## src/rtl/tcdm_arb_pkg.sv

```systemverilog
// Shared types and constants for the TCDM bank arbiter.
package tcdm_arb_pkg;

  typedef enum logic {
    ARB_RR    = 1'b0,
    ARB_FIXED = 1'b1
  } arb_policy_e;

  localparam int unsigned STARVE_CNT_W = 8;

endpackage

```

## src/rtl/tcdm_rr_sel.sv

```systemverilog
// Combinational one-hot selector: first requester at or after 'start', wrapping.
module tcdm_rr_sel #(
  parameter int unsigned NumReq = 8
) (
  input  logic [NumReq-1:0]         req,
  input  logic [$clog2(NumReq)-1:0] start,
  output logic [NumReq-1:0]         sel
);

  localparam int unsigned IdxW = $clog2(NumReq);

  logic            found;
  logic [IdxW-1:0] idx;

  always_comb begin
    sel   = '0;
    found = 1'b0;
    idx   = '0;
    for (int unsigned i = 0; i < NumReq; i++) begin
      idx = IdxW'((32'(start) + i) % NumReq);
      if (!found && req[idx]) begin
        sel[idx] = 1'b1;
        found    = 1'b1;
      end
    end
  end

endmodule

```

## src/rtl/tcdm_bank_arbiter.sv

```systemverilog
// Per-bank TCDM arbiter (round-robin / fixed priority) with one-cycle response routing.
// Optional starvation guard for fixed priority: define TCDM_ARB_STARVE_GUARD_EN.
module tcdm_bank_arbiter
  import tcdm_arb_pkg::*;
#(
  parameter int unsigned NumMaster    = 8,
  parameter int unsigned AddrMemWidth = 12,
  parameter int unsigned DataWidth    = 32,
  parameter int unsigned BeWidth      = DataWidth / 8,
  parameter int unsigned StarveLimit  = 15
) (
  input  logic                                     clk_i,
  input  logic                                     rst_i,
  input  logic                                     policy_i,
  input  logic [NumMaster-1:0]                     req_i,
  input  logic [NumMaster-1:0][AddrMemWidth-1:0]   add_i,
  input  logic [NumMaster-1:0]                     wen_i,
  input  logic [NumMaster-1:0][DataWidth-1:0]      wdata_i,
  input  logic [NumMaster-1:0][BeWidth-1:0]        be_i,
  output logic [NumMaster-1:0]                     gnt_o,
  output logic [NumMaster-1:0]                     rvld_o,
  output logic [DataWidth-1:0]                     rdata_o,
  output logic                                     cs_o,
  output logic [AddrMemWidth-1:0]                  add_o,
  output logic                                     wen_o,
  output logic [DataWidth-1:0]                     wdata_o,
  output logic [BeWidth-1:0]                       be_o,
  input  logic                                     gnt_i,
  input  logic [DataWidth-1:0]                     rdata_i
);

  localparam int unsigned RrW = $clog2(NumMaster);

  if (NumMaster < 2 || StarveLimit < 1 || StarveLimit > 255) begin : g_bad_cfg
    $error("tcdm_bank_arbiter: unsupported NumMaster or StarveLimit");
  end

  logic [RrW-1:0]       rr_q;
  logic [RrW-1:0]       win_idx;
  logic [NumMaster-1:0] id_q;
  logic                 vld_q;
  logic                 fixed;
  logic                 hs;
  logic [NumMaster-1:0] sel_norm;
  logic [NumMaster-1:0] sel;

  assign fixed = (arb_policy_e'(policy_i) == ARB_FIXED);

  tcdm_rr_sel #(
    .NumReq (NumMaster)
  ) u_sel (
    .req   (req_i),
    .start (fixed ? {RrW{1'b0}} : rr_q),
    .sel   (sel_norm)
  );

`ifdef TCDM_ARB_STARVE_GUARD_EN
  logic [NumMaster-1:0][STARVE_CNT_W-1:0] cnt_q;
  logic [NumMaster-1:0]                   starved;

  // A stale counter of a withdrawn request must not steal the grant.
  always_comb begin
    for (int unsigned k = 0; k < NumMaster; k++) begin
      starved[k] = req_i[k] && (cnt_q[k] >= STARVE_CNT_W'(StarveLimit));
    end
  end

  assign sel = (fixed && |starved) ? (starved & (~starved + NumMaster'(1))) : sel_norm;

  always_ff @(posedge clk_i) begin
    if (rst_i) begin
      cnt_q <= '0;
    end else if (gnt_i) begin
      for (int unsigned k = 0; k < NumMaster; k++) begin
        if (!req_i[k] || gnt_o[k]) begin
          cnt_q[k] <= '0;
        end else if (cnt_q[k] != '1) begin
          cnt_q[k] <= cnt_q[k] + 1'b1;
        end
      end
    end
  end
`else
  assign sel = sel_norm;
`endif

  assign cs_o    = ~rst_i & (|req_i);
  assign gnt_o   = sel & {NumMaster{gnt_i & ~rst_i}};
  assign rvld_o  = id_q & {NumMaster{vld_q & ~rst_i}};
  assign rdata_o = rdata_i;
  assign hs      = cs_o & gnt_i;

  always_comb begin
    win_idx = '0;
    add_o   = '0;
    wen_o   = 1'b0;
    wdata_o = '0;
    be_o    = '0;
    for (int unsigned k = 0; k < NumMaster; k++) begin
      if (sel[k]) begin
        win_idx = RrW'(k);
        add_o   = add_i[k];
        wen_o   = wen_i[k];
        wdata_o = wdata_i[k];
        be_o    = be_i[k];
      end
    end
  end

  // Request/response boundary: winner identity is held for the bank's read cycle.
  always_ff @(posedge clk_i) begin
    if (rst_i) begin
      rr_q  <= '0;
      id_q  <= '0;
      vld_q <= 1'b0;
    end else begin
      vld_q <= hs;
      if (hs) begin
        id_q <= sel;
        if (!fixed) begin
          rr_q <= (win_idx == RrW'(NumMaster - 1)) ? '0 : win_idx + 1'b1;
        end
      end
    end
  end

endmodule

```

## config.mk

```make
export PLATFORM = sky130hd
export DESIGN_NAME = tcdm_bank_arbiter
export DESIGN_NICKNAME = d
export VERILOG_FILES = /design/src/rtl/tcdm_arb_pkg.sv /design/src/rtl/tcdm_rr_sel.sv /design/src/rtl/tcdm_bank_arbiter.sv
export SDC_FILE = /design/constraint.sdc
export NUM_CORES = 1
export LEC_CHECK = 0
export ABC_AREA = 1
export CORE_AREA = 2 2 210 212
export CTS_CLUSTER_SIZE = 14
export DETAILED_ROUTE_END_ITERATION = 8
export DIE_AREA = 0 0 212 214
export PLACE_DENSITY = 0.48
export RECOVER_POWER = 25
export SYNTH_ARGS = -nofsm -noshare
export SYNTH_HDL_FRONTEND = slang
export SYNTH_SLANG_ARGS = --single-unit
```

## constraint.sdc

```tcl
create_clock -name clk_i -period 13.6 [get_ports clk_i]
set_clock_uncertainty 0.1 [all_clocks]
set_input_delay 4.08 -clock clk_i [delete_from_list [all_inputs] [get_ports clk_i]]
set_output_delay 4.08 -clock clk_i [all_outputs]
set_load 0.05 [all_outputs]
```

[Word level (Yosys, flattened, before mapping)]
Index checks and enable logic that the tools add are counted.
Word-level totals
  bits in latches: 0
  input port bits: 436
  bits in read-only memories: 0
  register bits: 12
  bits in writable memories: 0
  memories kept: 0
Cells by class
  order comparisons: 16
  mux-type cells: 88
  shift operators: 0
  reduce and logical (&&, ||, !) cells: 24
  divide/modulo/power cells: 0
  $add $sub $neg: 8
  eq/ne operators: 1
  $mul: 0
  bitwise logic cells: 15
Operator list (count)
  $mux 32: 8
  $mux 12: 8
  $mux 8: 8
  $or 8x8->8: 7
  $lt 3x4->1 const B: 8
  $mux 1: 32
  $mux 4: 8
  $bmux 1 s3: 8
  $demux 1 s3: 8
  $ge 3x1->1 const B: 8
  $mux 3: 8
  $and 8x8->8: 2
  $logic_and 1x1->1: 15
  $add 3x3->3 const B: 4
  $reduce_or 8->1: 1
  $logic_not 1->1: 7
  $add 3x1->3 const B: 2
  $add 3x2->3 const B: 2
  $and 1x1->1: 4
  $eq 3x3->1 const B: 1
  $not 1->1: 2
  $reduce_and 2->1: 1

[Depth between registers and ports, before layout]
  depth after elaboration: 34
  mapped depth: 29
  depth with buffers taken out: 25

[By module]
Synthesis repeated with hierarchy kept, for this count alone.
Second synthesis, totals
  cells, all modules: 1228
  area total of the unflattened synthesis: 5775.5 µm²
By module, submodules not included
  tcdm_bank_arbiter: cells each 985, sequential area each 240.2 µm², area each 4553.1 µm², instances 1
  tcdm_rr_sel: cells each 243, sequential area each 0.0 µm², area each 1222.4 µm², instances 1

[Worst setup path after synthesis]
Ideal clock, no wire load.
  path type: input to output
  from: input policy_i
  to: output add_o[11]
  path buffers: 4
  cell stages on the path: 22
  data arrival time: 7.378 ns
  setup slack: 2.042 ns
  path through: inv_2 nand2_2 buf_4 clkbuf_1 ha_1 inv_1 nand3_1 nand2_1 nand2_1 nand2_1 nand3_1 nor2_1 inv_1 o211ai_1 nor2_1 nand3_1 buf_4 buf_2 a21oi_1 nand2_1 nand2_1 a21oi_1
On the way
  cells in the longest elaborated chain, start to end: 33
  elaborated cells between the ends (all ways): 108
Ends and longest elaborated chain
  start: declaration: RTL line tcdm_bank_arbiter.sv:14  | input logic policy_i,
  $mux 3 *: RTL line tcdm_bank_arbiter.sv:53  | .start (fixed ? {RrW{1'b0}} : rr_q),
  branches (longest 23 deep; another with $lt 3x4->1)
  $mux 8 *: RTL line tcdm_rr_sel.sv:21  | if (!found && req[idx]) begin
  $mux 12 (7 in series): RTL line tcdm_bank_arbiter.sv:100  | if (sel[k]) begin
  $mux 12 *: RTL line tcdm_bank_arbiter.sv:100
  end: declaration: RTL line tcdm_bank_arbiter.sv:24  | output logic [AddrMemWidth-1:0] add_o,
Every way passes the cells marked *. The select of a mux whose other input is x is not followed.

[Worst setup path in the final report]
  from: input policy_i
  to: output wdata_o[12]
On the way
  cells in the longest elaborated chain, start to end: 33
  elaborated cells between the ends (all ways): 108
Ends and longest elaborated chain
  $mux 3 *: RTL line tcdm_bank_arbiter.sv:53
  branches (longest 23 deep; another with $lt 3x4->1)
  $mux 8 *: RTL line tcdm_rr_sel.sv:21
  $mux 32 (7 in series): RTL line tcdm_bank_arbiter.sv:100
  $mux 32 *: RTL line tcdm_bank_arbiter.sv:100
  end: declaration: RTL line tcdm_bank_arbiter.sv:26  | output logic [DataWidth-1:0] wdata_o,
Marks and branches as above.

==> impl_results.md <==
- WP data required: around 9400 ps
- Count of endpoints failing setup in the final report: 0
- Starting Density: roughly 15%
- Detailed placement HPWL: approximately 35 mm
- Worst VDD drop: 0.0455 mV
- Crit-path cells: clkdlybuf4s50_1 > inv_2 > nand2_1 > ha_1 > inv_1 > nand3_1 > nand3_1 > nand2_1 > nor2_4 > nand2_2 > inv_2 > a21oi_1 > o21ai_0 > a211oi_1 > nand3_1 > buf_12 > a21oi_1 > nand2_1 > a21oi_1 > clkdlybuf4s50_1
- Critical-path top delay cell: clkdlybuf4s50_1
- Crit Path Class: input pin to output pin
- Drc violations: 0
- Crit path time final: 12970 ps
- Hold Crit Depth: 2
- CTS sink cnt: 12
- Total number of vias: roughly 10000
- LEAKAGE: 5.95 nW
- Initial antenna violation count: 2
- Hold WS: 375 ps
- Syn-to-layout area delta: 79.1%
- Root Buffer: clkbuf_16
- Synth area leaders: nand2_1, a21oi_1, nor2_1, inv_1, nand3_1
- TritonRoute pass-1 iters: 5
- Finished Layout Cells: ~2400
- Synth top area share: around 28%
- CTS H-tree lvls: 1
- CP peak stage delay: roughly 820 ps
- Syn Nets: approximately 1900
- Top-count cell post-synth: nand2_1
- EDFF count, synth: 0
- Placed instance area: between 10000 and 15000 sq um
- Vias in the first global route: 10016
- Worst-Margin Slew: 1050 ps
- Share of cells above drive strength 1: just under 7%
- Cell count after synthesis: 1445
- Crit share post-route: about 95%
- RSZ-0062 raised after global routing: false
- CTS buffer count: 3
- Post-CTS Setup Inserts: 0
- CTS tree: built
- Setup crit start: policy_i
- Worst-skew pair later-pin latency: approximately 240 ps
- Die outline width: roughly 210 um
- Setup TNS: 0 ps
- Yosys reg bits: 12
- Hold_sp: id_q[6]
- Worst-path clk slew: about 40 ps
- Avg Synthesized Cell Area: 4.51 sq um
- Final Max Tran Viols: 0
- Post-synth ARST share: 0%
- F_max: a little under 0.08 GHz
- Post-synthesis sequential area ratio: roughly 3.7%
- Crit path DAT: around 8800 ps
- Die area: 45400 sq um
- I/O pins: about 530
- # rows: 76
- Maxcap violations: 0
- Yosys warns: 0
- Gr usage total: 17.9%
- Worst Path Max Fanout: 50
- WL final: roughly 42 mm
- Via-to-Cell Ratio: roughly 4.1
- Drt wl/cell: around 18 um
- Worst setup EP type: output pin
- First-pass GRT wire length: just over 60 mm
- Post-route ant nets: 0
- Placed cell count: ~2400
- Crit path launch type: input pin
- Largest net degree at the start of global routing: a little over 60
- Post-CTS sizing: 0
- GRT overflow: 0
- Design area: between 10000 and 15000 sq um
- Worst Hold Class: flop to flop
- Fin nets: roughly 2300
- Mapped cell area: 6520 sq um
- Final Wtd Congestion: around 0.9
- Iteration-0 DRC Markers: 696
- FF-to-FF path depth: 19
- Slew headroom: between 20 and 30%
- Clock tree buffer depth: 2
- Status: finished, final reports clean
- Hold Fails Final Rpt: 0
- PortBufs: approximately 470
- Die height: approximately 210 um
- Top FF cell, synth: dfxtp_1
- Worst R2R Start: rr_q[0]
- Netlist cell types: 33
- Power density cells: ~76 nW/um^2
- Area leader, netlist: nand2_1
- Core Footprint: about 43000 sq um
- Most common library cells after synthesis: nand2_1, nor2_1, a21oi_1, inv_1, nand3_1
- Hold_buf cts: 0
[sequential cells by signal (all words and copies together), names as in the netlist]
register / count
id_q: 8
rr_q: 3
vld_q: 1
[layer usage]
metal | vias to the layer above | wire [um] | track usage, %
li1 | 5142 | - | -
met1 | 4439 | 17600 | 21.5
met2 | 370 | 20700 | 32.2
met3 | 53 | 2830 | 3.17
met4 | 2 | 1200 | 4.91
met5 | - | 12 | 0
[path summary, 6_finish.rpt]
path | to | slack [ps]
hold / removal | id_q[6] | 380
setup reg to reg | rr_q[2] | 9000
setup / recovery | wdata_o[12] | 630
hold reg to reg | id_q[6] | 380
[worst max-delay path: cells and delay by family]
| family | cells | cell delay [ps] |
|---|---|---|
| buffers and inverters | 6 | 2100 |
| AO/OA/AOI/OAI | 5 | 840 |
| AND/OR/NAND/NOR | 8 | 1320 |
| adder cells (fa/ha/maj) | 1 | 410 |
[cell usage in the layout (no fill, tap or decap)]
master,netlist,routed
nand2_1,490,489
clkdlybuf4s50_1,0,446
nor2_1,249,249
a21oi_1,204,204
inv_1,198,198
nand3_1,67,66
or2_2,49,49
buf_4,38,40
dfxtp_1,12,12
buf_12,0,8
inv_2,7,7
nand2_2,6,7
o21ai_0,7,7
ha_1,7,7
nor2_4,3,6
o31ai_1,6,6
nand4_1,4,4
nor3_1,4,4
clkbuf_16,0,3
o211ai_1,2,2
diode_2,0,1
o21ai_2,1,1
nand4_4,1,1
nor2_2,4,1
o22ai_1,1,1
a211oi_1,1,1
o21a_1,1,1
nand4_2,1,1
clkinv_1,1,1
nand3_4,0,1
o21ai_4,0,1
o2111ai_1,1,1
nand3b_1,1,1
o21ai_1,2,1
nor4_1,1,1
a41oi_1,1,1
clkbuf_8,0,1
dlygate4sd3_1,0,1
[power by group]
group          switching, mW  internal (mW)  leakage [nW]  total, mW
Clock                 0.0150         0.0444        0.0442     0.0594
Sequential           0.00175         0.0370        0.0976     0.0388
Combinational          0.496          0.288          5.81      0.784
Total                  0.513          0.369          5.95      0.882
[kinds of logic after synthesis]
logic type | Yosys count | share of synthesized area (%)
fa+ha+maj | 7 | 1.34
buf+inv | 319 | 21.7
simple gates | 880 | 55.3
compound gates | 227 | 18.0
flops | 12 | 3.68
[layout make-up]
type	count	area, sq um
Multi-Input combinational cell	1114	4910
Timing Repair Buffer	495	4930
Sequential cell	12	240
Antenna cell	1	2.50
Inverter	206	773
Clock buffer	4	88.8
Tap cell	585	732
Fill cell	4925	31200
[stage by stage]
stage / utilization, % / power, mW / setup WS [ps]
finish: 27.2 / 0.882 / 632
global placement: 27.0 / 0.835 / 738
detailed placement: 27.0 / 0.833 / 662
floorplan: - / 0.505 / 2040
CTS: 27.3 / 0.897 / 642
global route: 27.2 / 0.949 / 207
(Power assumes the default switching activity.)
